<file path="src/rtl/pc_ctrl_pkg.sv">
// Shared definitions for the fetch/next-PC controller and the next-PC calculator.
package pc_ctrl_pkg;

    typedef enum logic [1:0] {
        FETCH  = 2'd0,
        EXEC   = 2'd1,
        UPDATE = 2'd2,
        ERROR  = 2'd3
    } state_e;

    localparam logic [5:0]  OP_J    = 6'h02;
    localparam logic [5:0]  OP_JAL  = 6'h03;
    localparam logic [5:0]  OP_BEQ  = 6'h04;
    localparam logic [5:0]  OP_BNE  = 6'h05;
    localparam logic [31:0] PC_STEP = 32'd4;

endpackage

</file>
<file path="src/rtl/next_pc_calc.sv">
// Combinational next-PC selection: sequential, taken branch or jump target.
module next_pc_calc
    import pc_ctrl_pkg::*;
(
    input  logic [31:0] pc_q,
    input  logic [31:0] instr,
    input  logic        alu_zero,
    output logic [31:0] next_pc,
    output logic        is_jump,
    output logic        is_branch
);

    logic [5:0]  opcode;
    logic [31:0] seq;
    logic [31:0] br_off;

    assign opcode = instr[31:26];
    assign seq    = pc_q + PC_STEP;
    assign br_off = {{14{instr[15]}}, instr[15:0], 2'b00};

    always_comb begin
        next_pc   = seq;
        is_jump   = 1'b0;
        is_branch = 1'b0;
        if (opcode == OP_J || opcode == OP_JAL) begin
            next_pc = {seq[31:28], instr[25:0], 2'b00};
            is_jump = 1'b1;
        end else if ((opcode == OP_BEQ && alu_zero) || (opcode == OP_BNE && !alu_zero)) begin
            next_pc   = seq + br_off;
            is_branch = 1'b1;
        end
    end

endmodule

</file>
<file path="src/rtl/pc_next_ctrl.sv">
// Multi-cycle fetch / execute-wait / PC-update controller driving the PC load interface.
module pc_next_ctrl
    import pc_ctrl_pkg::*;
#(
    parameter int MAX_WAIT = 15,
    parameter int WAIT_W   = 4
) (
    input  logic        Clk,
    input  logic        Rst,
    input  logic [31:0] pc_q,
    output logic [31:0] pc_in,
    output logic        pc_enable,
    output logic        pc_jump,
    output logic        pc_branch,
    output logic [31:0] imem_addr,
    output logic        imem_req,
    input  logic        imem_ack,
    input  logic [31:0] imem_rdata,
    output logic [31:0] instr,
    output logic        instr_valid,
    input  logic        exec_done,
    input  logic        alu_zero,
    output logic        fetch_err
);

    localparam logic [WAIT_W-1:0] WAIT_LIM = WAIT_W'(MAX_WAIT);

    state_e             state_q, state_d;
    logic [WAIT_W-1:0]  wait_q, wait_d;
    logic               req_q, req_d;
    logic [31:0]        addr_q, addr_d;
    logic [31:0]        instr_q, instr_d;
    logic               vld_q, vld_d;
    logic [31:0]        pc_in_q, pc_in_d;
    logic               jump_q, jump_d;
    logic               branch_q, branch_d;
    logic               err_q, err_d;

    logic [31:0]        calc_pc;
    logic               calc_jump;
    logic               calc_branch;

    next_pc_calc u_calc (
        .pc_q      (pc_q),
        .instr     (instr_q),
        .alu_zero  (alu_zero),
        .next_pc   (calc_pc),
        .is_jump   (calc_jump),
        .is_branch (calc_branch)
    );

    always_ff @(posedge Clk) begin
        if (Rst) begin
            state_q  <= FETCH;
            wait_q   <= '0;
            req_q    <= 1'b0;
            addr_q   <= '0;
            instr_q  <= '0;
            vld_q    <= 1'b0;
            pc_in_q  <= '0;
            jump_q   <= 1'b0;
            branch_q <= 1'b0;
            err_q    <= 1'b0;
        end else begin
            state_q  <= state_d;
            wait_q   <= wait_d;
            req_q    <= req_d;
            addr_q   <= addr_d;
            instr_q  <= instr_d;
            vld_q    <= vld_d;
            pc_in_q  <= pc_in_d;
            jump_q   <= jump_d;
            branch_q <= branch_d;
            err_q    <= err_d;
        end
    end

    always_comb begin
        state_d  = state_q;
        wait_d   = wait_q;
        req_d    = req_q;
        addr_d   = addr_q;
        instr_d  = instr_q;
        vld_d    = vld_q;
        pc_in_d  = pc_in_q;
        jump_d   = jump_q;
        branch_d = branch_q;
        err_d    = err_q;
        case (state_q)
            FETCH: begin
                req_d  = 1'b1;
                addr_d = pc_q;
                // An ack only counts once the request is visible; an ack on the limit cycle still wins.
                if (req_q && imem_ack) begin
                    instr_d = imem_rdata;
                    vld_d   = 1'b1;
                    req_d   = 1'b0;
                    state_d = EXEC;
                end else if (wait_q == WAIT_LIM) begin
                    err_d   = 1'b1;
                    req_d   = 1'b0;
                    state_d = ERROR;
                end else begin
                    wait_d = wait_q + WAIT_W'(1);
                end
            end
            EXEC: begin
                if (exec_done) begin
                    pc_in_d  = calc_pc;
                    jump_d   = calc_jump;
                    branch_d = calc_branch;
                    vld_d    = 1'b0;
                    state_d  = UPDATE;
                end
            end
            UPDATE: begin
                wait_d   = '0;
                jump_d   = 1'b0;
                branch_d = 1'b0;
                state_d  = FETCH;
            end
            default: begin
                req_d = 1'b0;
            end
        endcase
    end

    // Gated by Rst so a reset landing on the update cycle suppresses the load.
    always_comb begin
        pc_enable = 1'b0;
        if (state_q == UPDATE && !Rst)
            pc_enable = 1'b1;
    end

    assign pc_in       = pc_in_q;
    assign pc_jump     = jump_q;
    assign pc_branch   = branch_q;
    assign imem_addr   = addr_q;
    assign imem_req    = req_q;
    assign instr       = instr_q;
    assign instr_valid = vld_q;
    assign fetch_err   = err_q;

endmodule
</file>
<file path="config.mk">
export PLATFORM = sky130hd
export DESIGN_NAME = pc_next_ctrl
export DESIGN_NICKNAME = d
export VERILOG_FILES = /design/src/rtl/pc_ctrl_pkg.sv /design/src/rtl/next_pc_calc.sv /design/src/rtl/pc_next_ctrl.sv
export SDC_FILE = /design/constraint.sdc
export NUM_CORES = 1
export LEC_CHECK = 0
export BUFFER_PORTS_ARGS = -buffer_cell sky130_fd_sc_hd__buf_2
export CAP_MARGIN = 15
export CORE_MARGIN = 3
export CORE_UTILIZATION = 52
export CTS_CLUSTER_DIAMETER = 80
export DETAILED_ROUTE_END_ITERATION = 12
export PLACE_DENSITY = 0.75
export RECOVER_POWER = 100
export SLEW_MARGIN = 20
export SYNTH_ARGS = -nofsm -noshare
export SYNTH_HDL_FRONTEND = slang
export SYNTH_SLANG_ARGS = --single-unit
</file>
<file path="constraint.sdc">
create_clock -name Clk -period 8.4 [get_ports Clk]
set_input_delay 0.84 -clock Clk [delete_from_list [all_inputs] [get_ports Clk]]
set_output_delay 0.84 -clock Clk [all_outputs]
set_load 0.03 [all_outputs]
</file>
==> qor.yml, run 1 <==
clock_tree:
  post_cts_buffers: 0
  clock_latency_ns: 0.36
  cts_max_path_buffers: 2
  cts_tree: "yes"
  cts_hold_buf: 0
  numCtsBuffers: 9
  htree_levels: 3
  clkTransAtPathRegs_ns: 0.07
  cts_resized: 0
  cts_sinks: 107
  ctsRootBufferMaster: "clkbuf_16"
worst_setup_path:
  path_delay_family: "buffers and inverters"
  r2r-end: "instr[31]$_SDFFE_PP0P_"
  critPathMaxStageDelay_ns: 2.32
  path_buf_inv: 3
  slowest_stage: "clkbuf_1"
  r2r_cells: 8
  arrival_ns: 4.43
  start_kind: "input port"
  r2r-start: "state_q[0]$_SDFFE_PP0P_"
  cp_cell_sequence: "clkbuf_1, clkbuf_1, nor2b_1, clkbuf_1"
  cp_common_cell: "clkbuf_1"
  reg2reg_slack_ns: 3.68
  endpoint_kind: "output pin"
  critPathMaxFanout: 73
  required_ns: 7.56
  path_class: "in2out"
die:
  die-area_sq_um: 14000
  die_h_microns: 118
  coreArea_sq_um: 12200
  start_util_pct: 54.0
  io-pin-count: 171
  fp-row-count: 40
  die_w_microns: 118
placement:
  gp_congestion: 0.960
  dp.cells: 1118
  numPortBuffers: 170
  detailed_place_hpwl_microns: 14800
  placed_area_sq_um: 7540
sta:
  finalSetupTns_ns: 0
  clock_skew_ns: 0.00970
  rsz0062_at_grt: "false"
  relSlewSlack_pct: -114
  finalCritPeriodShare_pct: 62.8
  hold_viol_final: 0
  slew_viol_final: 115
  fmax_mhz: 190
  worst_pin_slew_ns: 3.22
  period_needed_ns: 5.27
  finalSetupViolCount: 0
final_layout:
  fin_area_sq_um: 7640
  drive_gt1_share_pct: 11.6
  synthToLayoutAreaGrowth_pct: 16.3
  final_nets: 1072
  antennaDiodeCount: 0
  num-fill-cells: 1181
  post-route-util_pct: 62.8
  final_cells: 1134
status:
  outcome: "finished, violations left"
  failed_checks: "capacitance limit, slew limit"
power_and_ir_drop:
  leakagePower_uw: 0.00319
  ir_drop_v: 0.000200
  power_density_nw_per_um2: 244
route:
  wl_per_cell_microns: 17.3
  dr.pass1.iters: 5
  viasPerCell: 5.72
  vias: 6487
  drcViolationCount: 0
  antenna_left: 0
  drt_iter0_drc: 474
  wl_microns: 19600
logic_synthesis:
  synthArstFlopShare_pct: 0
  synthMostInstantiatedCell: "nand2_1"
  synth_largest_area_cell: "dfxtp_1"
  netlist_instances: 812
  mappedNetlistArea_sq_um: 6570
  synth_top_area_share_pct: 32.6
  syn_nets: 923
  ys_ff_latch: 107
  syn_avg_cell_area_sq_um: 8.09
  synth_area_leaders: "dfxtp_1, ha_1, nand2_1"
  ys.flop_type: "dfxtp_1"
  synth_cell_type_count: 73
  synth-edff-count: 0
  ys_warn_count: 0
  synth-seq-area-share_pct: 32.6
  synth_common_cells: "nand2_1, dfxtp_1, a21oi_1"
global_routing:
  grt_pass1_vias: 5896
  grt_max_degree: 74
  grt_pass1_wl_microns: 31000
  antenna_found_initial: 0
  grt_use_total_pct: 27.2
  overflow: 0
run:
  maxCapViolations: 2
worst_hold_path:
  hold_class: "reg2reg"
  hold_start: "pc_in[2]$_SDFFE_PP0P_"
  min_path_cells: 2
  min_to: "pc_in[2]$_SDFFE_PP0P_"
==> worst reg2reg max path: cells and delay by family (launching register included) <==
| kind | cells | cell delay, ns |
|---|---|---|
| DFF | 1 | 0.33 |
| AOI/OAI and AO/OA | 1 | 0.15 |
| buffers and inverters | 4 | 3.01 |
| adders and majority gates | 1 | 0.14 |
| and+or+nand+nor | 2 | 1.01 |
==> area by class of cell <==
type | count | area [sq um] | area share (%)
Tap cell | 168 | 210 | 2.75
Sequential cell | 107 | 2140 | 28.0
Timing Repair Buffer | 180 | 783 | 10.3
Clock inverter | 6 | 55.1 | 0.721
Inverter | 18 | 67.6 | 0.885
Clock buffer | 10 | 229 | 3.00
Multi-Input combinational cell | 645 | 4150 | 54.3
==> kinds of logic after synthesis <==
logic type	Yosys count	synth area share, %
AND/OR/NAND/NOR	303	22.0
AO/OA/AOI/OAI	214	21.2
flip-flops	107	32.6
buffers and inverters	60	3.60
XOR/XNOR	49	6.88
adder cells (fa/ha/maj)	42	8.11
multiplexers	37	5.66
==> sequential cells by signal, indices dropped and copies added (netlist names) <==
signal and flops:
imem_addr 32, instr 32, pc_in 32, wait_q 4
state_q 2, fetch_err 1, imem_req 1, instr_valid 1
pc_branch 1, pc_jump 1
==> cell usage in the layout, fill, tap and decap left out, types with 5 or more instances in the layout <==
master     synthesis  routed
o21a_1             5       5
ha_1              41      41
nand4_1           12      13
a21oi_1           86      86
a31oi_1            5       6
a22o_1             8       8
inv_1             18      18
o21ai_0           25      28
mux2i_1           36      36
nand2_1          128     128
nor2_1            85      84
xnor2_1           24      24
nand3_1           23      23
o22ai_1            8       8
dfxtp_1          107     107
nor3_1             9       9
buf_4              0       7
o211ai_1          20      20
clkbuf_1          31     109
and3_1            10      10
clkbuf_16          0       9
a211oi_1           8       9
buf_2              3      65
xor2_1            22      22
a21o_1            10      10
==> worst max-delay path by stage <==
stage                       start                      to  slack, ns  cells past startpoint
after floorplan           pc_q[7]  pc_in[30]$_SDFFE_PP0P_       4.68                     14
after global placement    pc_q[4]  pc_in[30]$_SDFFE_PP0P_       4.13                     13
after detailed placement  pc_q[4]  pc_in[30]$_SDFFE_PP0P_       4.08                     14
after CTS                 pc_q[4]  pc_in[30]$_SDFFE_PP0P_       4.46                     14
after global routing          Rst               pc_enable       2.75                      4
final                         Rst               pc_enable       3.13                      4
==> where the power goes <==
part	switching, uW	leakage (uW)	internal [uW]
Clock	207	0.000140	208
Sequential	66.0	0.000874	595
Combinational	523	0.00218	261
==> per-layer routing <==
| metal | up-vias | track usage [%] | routed length [microns] |
|---|---|---|---|
| met1 | 3040 | 38.6 | 9290 |
| met2 | 220 | 41.4 | 8570 |
| met5 | - | 0 | 0 |
| met3 | 22 | 7.37 | 1500 |
| met4 | 0 | 5.94 | 264 |
| li1 | 3205 | - | - |
==> metrics by stage <==
stage | total power [uW] | hold WS (ns) | setup slack, ns
floorplan | 1240 | 0.458 | 4.68
global placement | 1460 | 0.437 | 4.13
detailed placement | 1460 | 0.448 | 4.08
CTS | 1880 | 0.457 | 4.46
global route | 1970 | 0.483 | 2.75
finish | 1860 | 0.458 | 3.13
Note: power is estimated with default switching activity, not from simulation.
==> run 2: changes to the inputs <==
--- a/config.mk
+++ b/config.mk
@@ -8,10 +8,10 @@
 export BUFFER_PORTS_ARGS = -buffer_cell sky130_fd_sc_hd__buf_2
 export CAP_MARGIN = 15
 export CORE_MARGIN = 3
-export CORE_UTILIZATION = 52
+export CORE_UTILIZATION = 49
 export CTS_CLUSTER_DIAMETER = 80
 export DETAILED_ROUTE_END_ITERATION = 12
-export PLACE_DENSITY = 0.75
+export PLACE_DENSITY = 0.74
 export RECOVER_POWER = 100
 export SLEW_MARGIN = 20
 export SYNTH_ARGS = -nofsm -noshare
==> constraint.sdc (replaced) <==
create_clock -name Clk -period 4.27 [get_ports Clk]
set_input_delay 0.427 -clock Clk [delete_from_list [all_inputs] [get_ports Clk]]
set_output_delay 0.427 -clock Clk [all_outputs]
set_load 0.03 [all_outputs]
==> run 2 against run 1 <==
  * The flow still finishes with violations (capacitance limit, slew limit)
  * Largest power group unchanged
  * Flip-flop and latch count unchanged
  * Final area increased by 0.85%
  * Critical endpoint is now pc_in[29]$_SDFFE_PP0P_
  * Hold slack got worse by 0.16 ns
  * Critical path depth increased by 10
  * Critical path type is now in2reg
  * Largest cell class unchanged
  * Cell count increased by 0.26%
  * Clock power increased by 110%
  * Clock skew increased by 0.00061 ns
  * Clock-buffer cell count decreased by 1
  * Via count decreased by 1.2%
  * Routed wire length decreased by 1.3%
  * Global-route usage decreased by 0.92 points
==> qor.yml, run 2 (same netlist as run 1, synthesis figures left out) <==
sta:
  fmax_mhz: 268
  relSlewSlack_pct: -13.6  # was -114%
  finalCritPeriodShare_pct: 87.3
  slew_viol_final: 34  # was 115
  worst_pin_slew_ns: 1.70  # was 3.22 ns
  finalSetupTns_ns: 0  # unchanged
  clock_skew_ns: 0.0103  # was 0.00970 ns
  finalSetupViolCount: 0  # unchanged
  hold_viol_final: 0  # unchanged
  period_needed_ns: 3.73
  rsz0062_at_grt: "false"  # unchanged
clock_tree:
  ctsRootBufferMaster: "clkbuf_16"  # unchanged
  htree_levels: 3  # unchanged
  cts_max_path_buffers: 2  # unchanged
  cts_hold_buf: 0  # unchanged
  post_cts_buffers: 0  # unchanged
  cts_sinks: 107  # unchanged
  clock_latency_ns: 0.36  # about the same
  clkTransAtPathRegs_ns: 0.08  # was 0.07 ns
  cts_tree: "yes"  # unchanged
  numCtsBuffers: 9  # unchanged
  cts_resized: 0  # unchanged
placement:
  gp_congestion: 0.946  # was 0.960
  numPortBuffers: 170  # unchanged
  detailed_place_hpwl_microns: 14800  # about the same
worst_setup_path:
  arrival_ns: 4.01  # was 4.43 ns
  critPathMaxFanout: 6  # was 73
  path_class: "in2reg"  # was in2out
  r2r-end: "pc_in[31]$_SDFFE_PP0P_"  # was instr[31]$_SDFFE_PP0P_
  reg2reg_slack_ns: 1.18  # was 3.68 ns
  start_kind: "input port"  # unchanged
  required_ns: 4.55  # was 7.56 ns
  r2r-start: "instr[15]$_SDFFE_PP0P_"  # was state_q[0]$_SDFFE_PP0P_
  r2r_cells: 9  # was 8
  endpoint_kind: "register"  # was output pin
global_routing:
  use_met3_pct: 5.57  # was 7.37%
  antenna_found_initial: 0  # unchanged
  grtUsageMet1_pct: 37.8  # was 38.6%
  gr-max-usage-layer: "met2"  # unchanged
  grt_pass1_wl_microns: 30900  # was 31000 microns
  use_met2_pct: 39.6  # was 41.4%
  grt_pass1_vias: 5936  # was 5896
  grt_use_total_pct: 26.3  # was 27.2%
  overflow: 0  # unchanged
  grt_max_degree: 57  # was 74
worst_hold_path:
  hold_class: "in2reg"  # was reg2reg
  min_to: "instr[4]$_SDFFE_PP0P_"  # was pc_in[2]$_SDFFE_PP0P_
  hold_start: "imem_rdata[4]"  # was pc_in[2]$_SDFFE_PP0P_
  min_path_cells: 3  # was 2
power_and_ir_drop:
  leakagePower_uw: 0.00321  # was 0.00319 uW
  power_density_nw_per_um2: 478  # was 244 nW/um^2
  ir_drop_v: 0.000443  # was 0.000200 V
die:
  fp-row-count: 41  # was 40
  die_w_microns: 122  # was 118 microns
  die-area_sq_um: 14800  # was 14000 sq um
  die_h_microns: 122  # was 118 microns
  io-pin-count: 171  # unchanged
  coreArea_sq_um: 12900  # was 12200 sq um
  start_util_pct: 51.0  # was 54.0%
status:
  outcome: "finished, violations left"  # unchanged
  failed_checks: "capacitance limit, slew limit"  # unchanged
final_layout:
  antennaDiodeCount: 0  # unchanged
  drive_gt1_share_pct: 12.3  # was 11.6%
  post-route-util_pct: 59.8  # was 62.8%
  final_cell_mix: "nand2_1, dfxtp_1, clkbuf_1"  # was nand2_1, clkbuf_1, dfxtp_1
  final_common_cell: "nand2_1"  # unchanged
  num-fill-cells: 1269  # was 1181
  synthToLayoutAreaGrowth_pct: 17.3  # was 16.3%
  final_nets: 1071  # was 1072
route:
  dr.pass1.iters: 5  # unchanged
  wl_microns: 19400  # was 19600 microns
  drcViolationCount: 0  # unchanged
  wl_per_cell_microns: 17.0  # was 17.3 microns
  vias: 6406  # was 6487
  viasPerCell: 5.63  # was 5.72
  antenna_left: 0  # unchanged
  drt_iter0_drc: 476  # was 474
run:
  maxCapViolations: 1  # was 2
[run 2: metal layers]
metal  vias up  routed length, microns
met3        18                    1300
met1      2972                    9120
met5         -                       0
met4         0                     303
li1       3206                       -
met2       210                    8650
[run 2: critical path: stages]
cell       delay (ns)
buf_2            0.14
and4_1           0.38
and4_1           0.26
nand3_1          0.10
xnor2_1          0.41
ha_1             0.28
and3_1           0.23
o2111ai_1        0.15
o21ai_0          0.36
a21o_1           0.25
a31oi_4          0.14
nor4b_2          0.34
mux2_2           0.36
a22oi_1          0.18
[run 2: cell type report]
cell class / instances / area, sq um / share of cell area [%]
Multi-Input combinational cell: 645 / 4190 / 54.4
Inverter: 18 / 67.6 / 0.877
Clock inverter: 7 / 82.6 / 1.07
Sequential cell: 107 / 2140 / 27.8
Timing Repair Buffer: 179 / 781 / 10.1
Tap cell: 172 / 215 / 2.79
Clock buffer: 9 / 225 / 2.92
[run 2: through the flow]
stage	instance area (sq um)	power [uW]	setup WS, ns	hold slack (ns)	instances
floorplan	6570	2440	0.962	0.458	812
global placement	7540	2860	0.439	0.441	1121
detailed placement	7540	2870	0.379	0.443	1121
CTS	7850	3750	0.744	0.284	1137
global route	7700	3910	0.222	0.298	1137
finish	7700	3690	0.542	0.297	1137
[run 2: how the worst max path moves through the flow]
stage	slack, ns	cells past startpoint	end	startpoint
3_5_place_dp	0.38	14	pc_in[29]$_SDFFE_PP0P_	pc_q[5]
5_1_grt	0.22	13	pc_in[29]$_SDFFE_PP0P_	pc_q[2]
4_1_cts	0.74	14	pc_in[29]$_SDFFE_PP0P_	pc_q[5]
2_1_floorplan	0.96	14	pc_in[30]$_SDFFE_PP0P_	pc_q[7]
6_report	0.54	14	pc_in[29]$_SDFFE_PP0P_	pc_q[4]
3_3_place_gp	0.44	14	pc_in[30]$_SDFFE_PP0P_	pc_q[5]
[run 2: power breakdown]
group | total [uW] | switching, uW | internal, uW
combinational | 1510 | 1020 | 488
clock | 873 | 407 | 466
sequential | 1300 | 130 | 1170
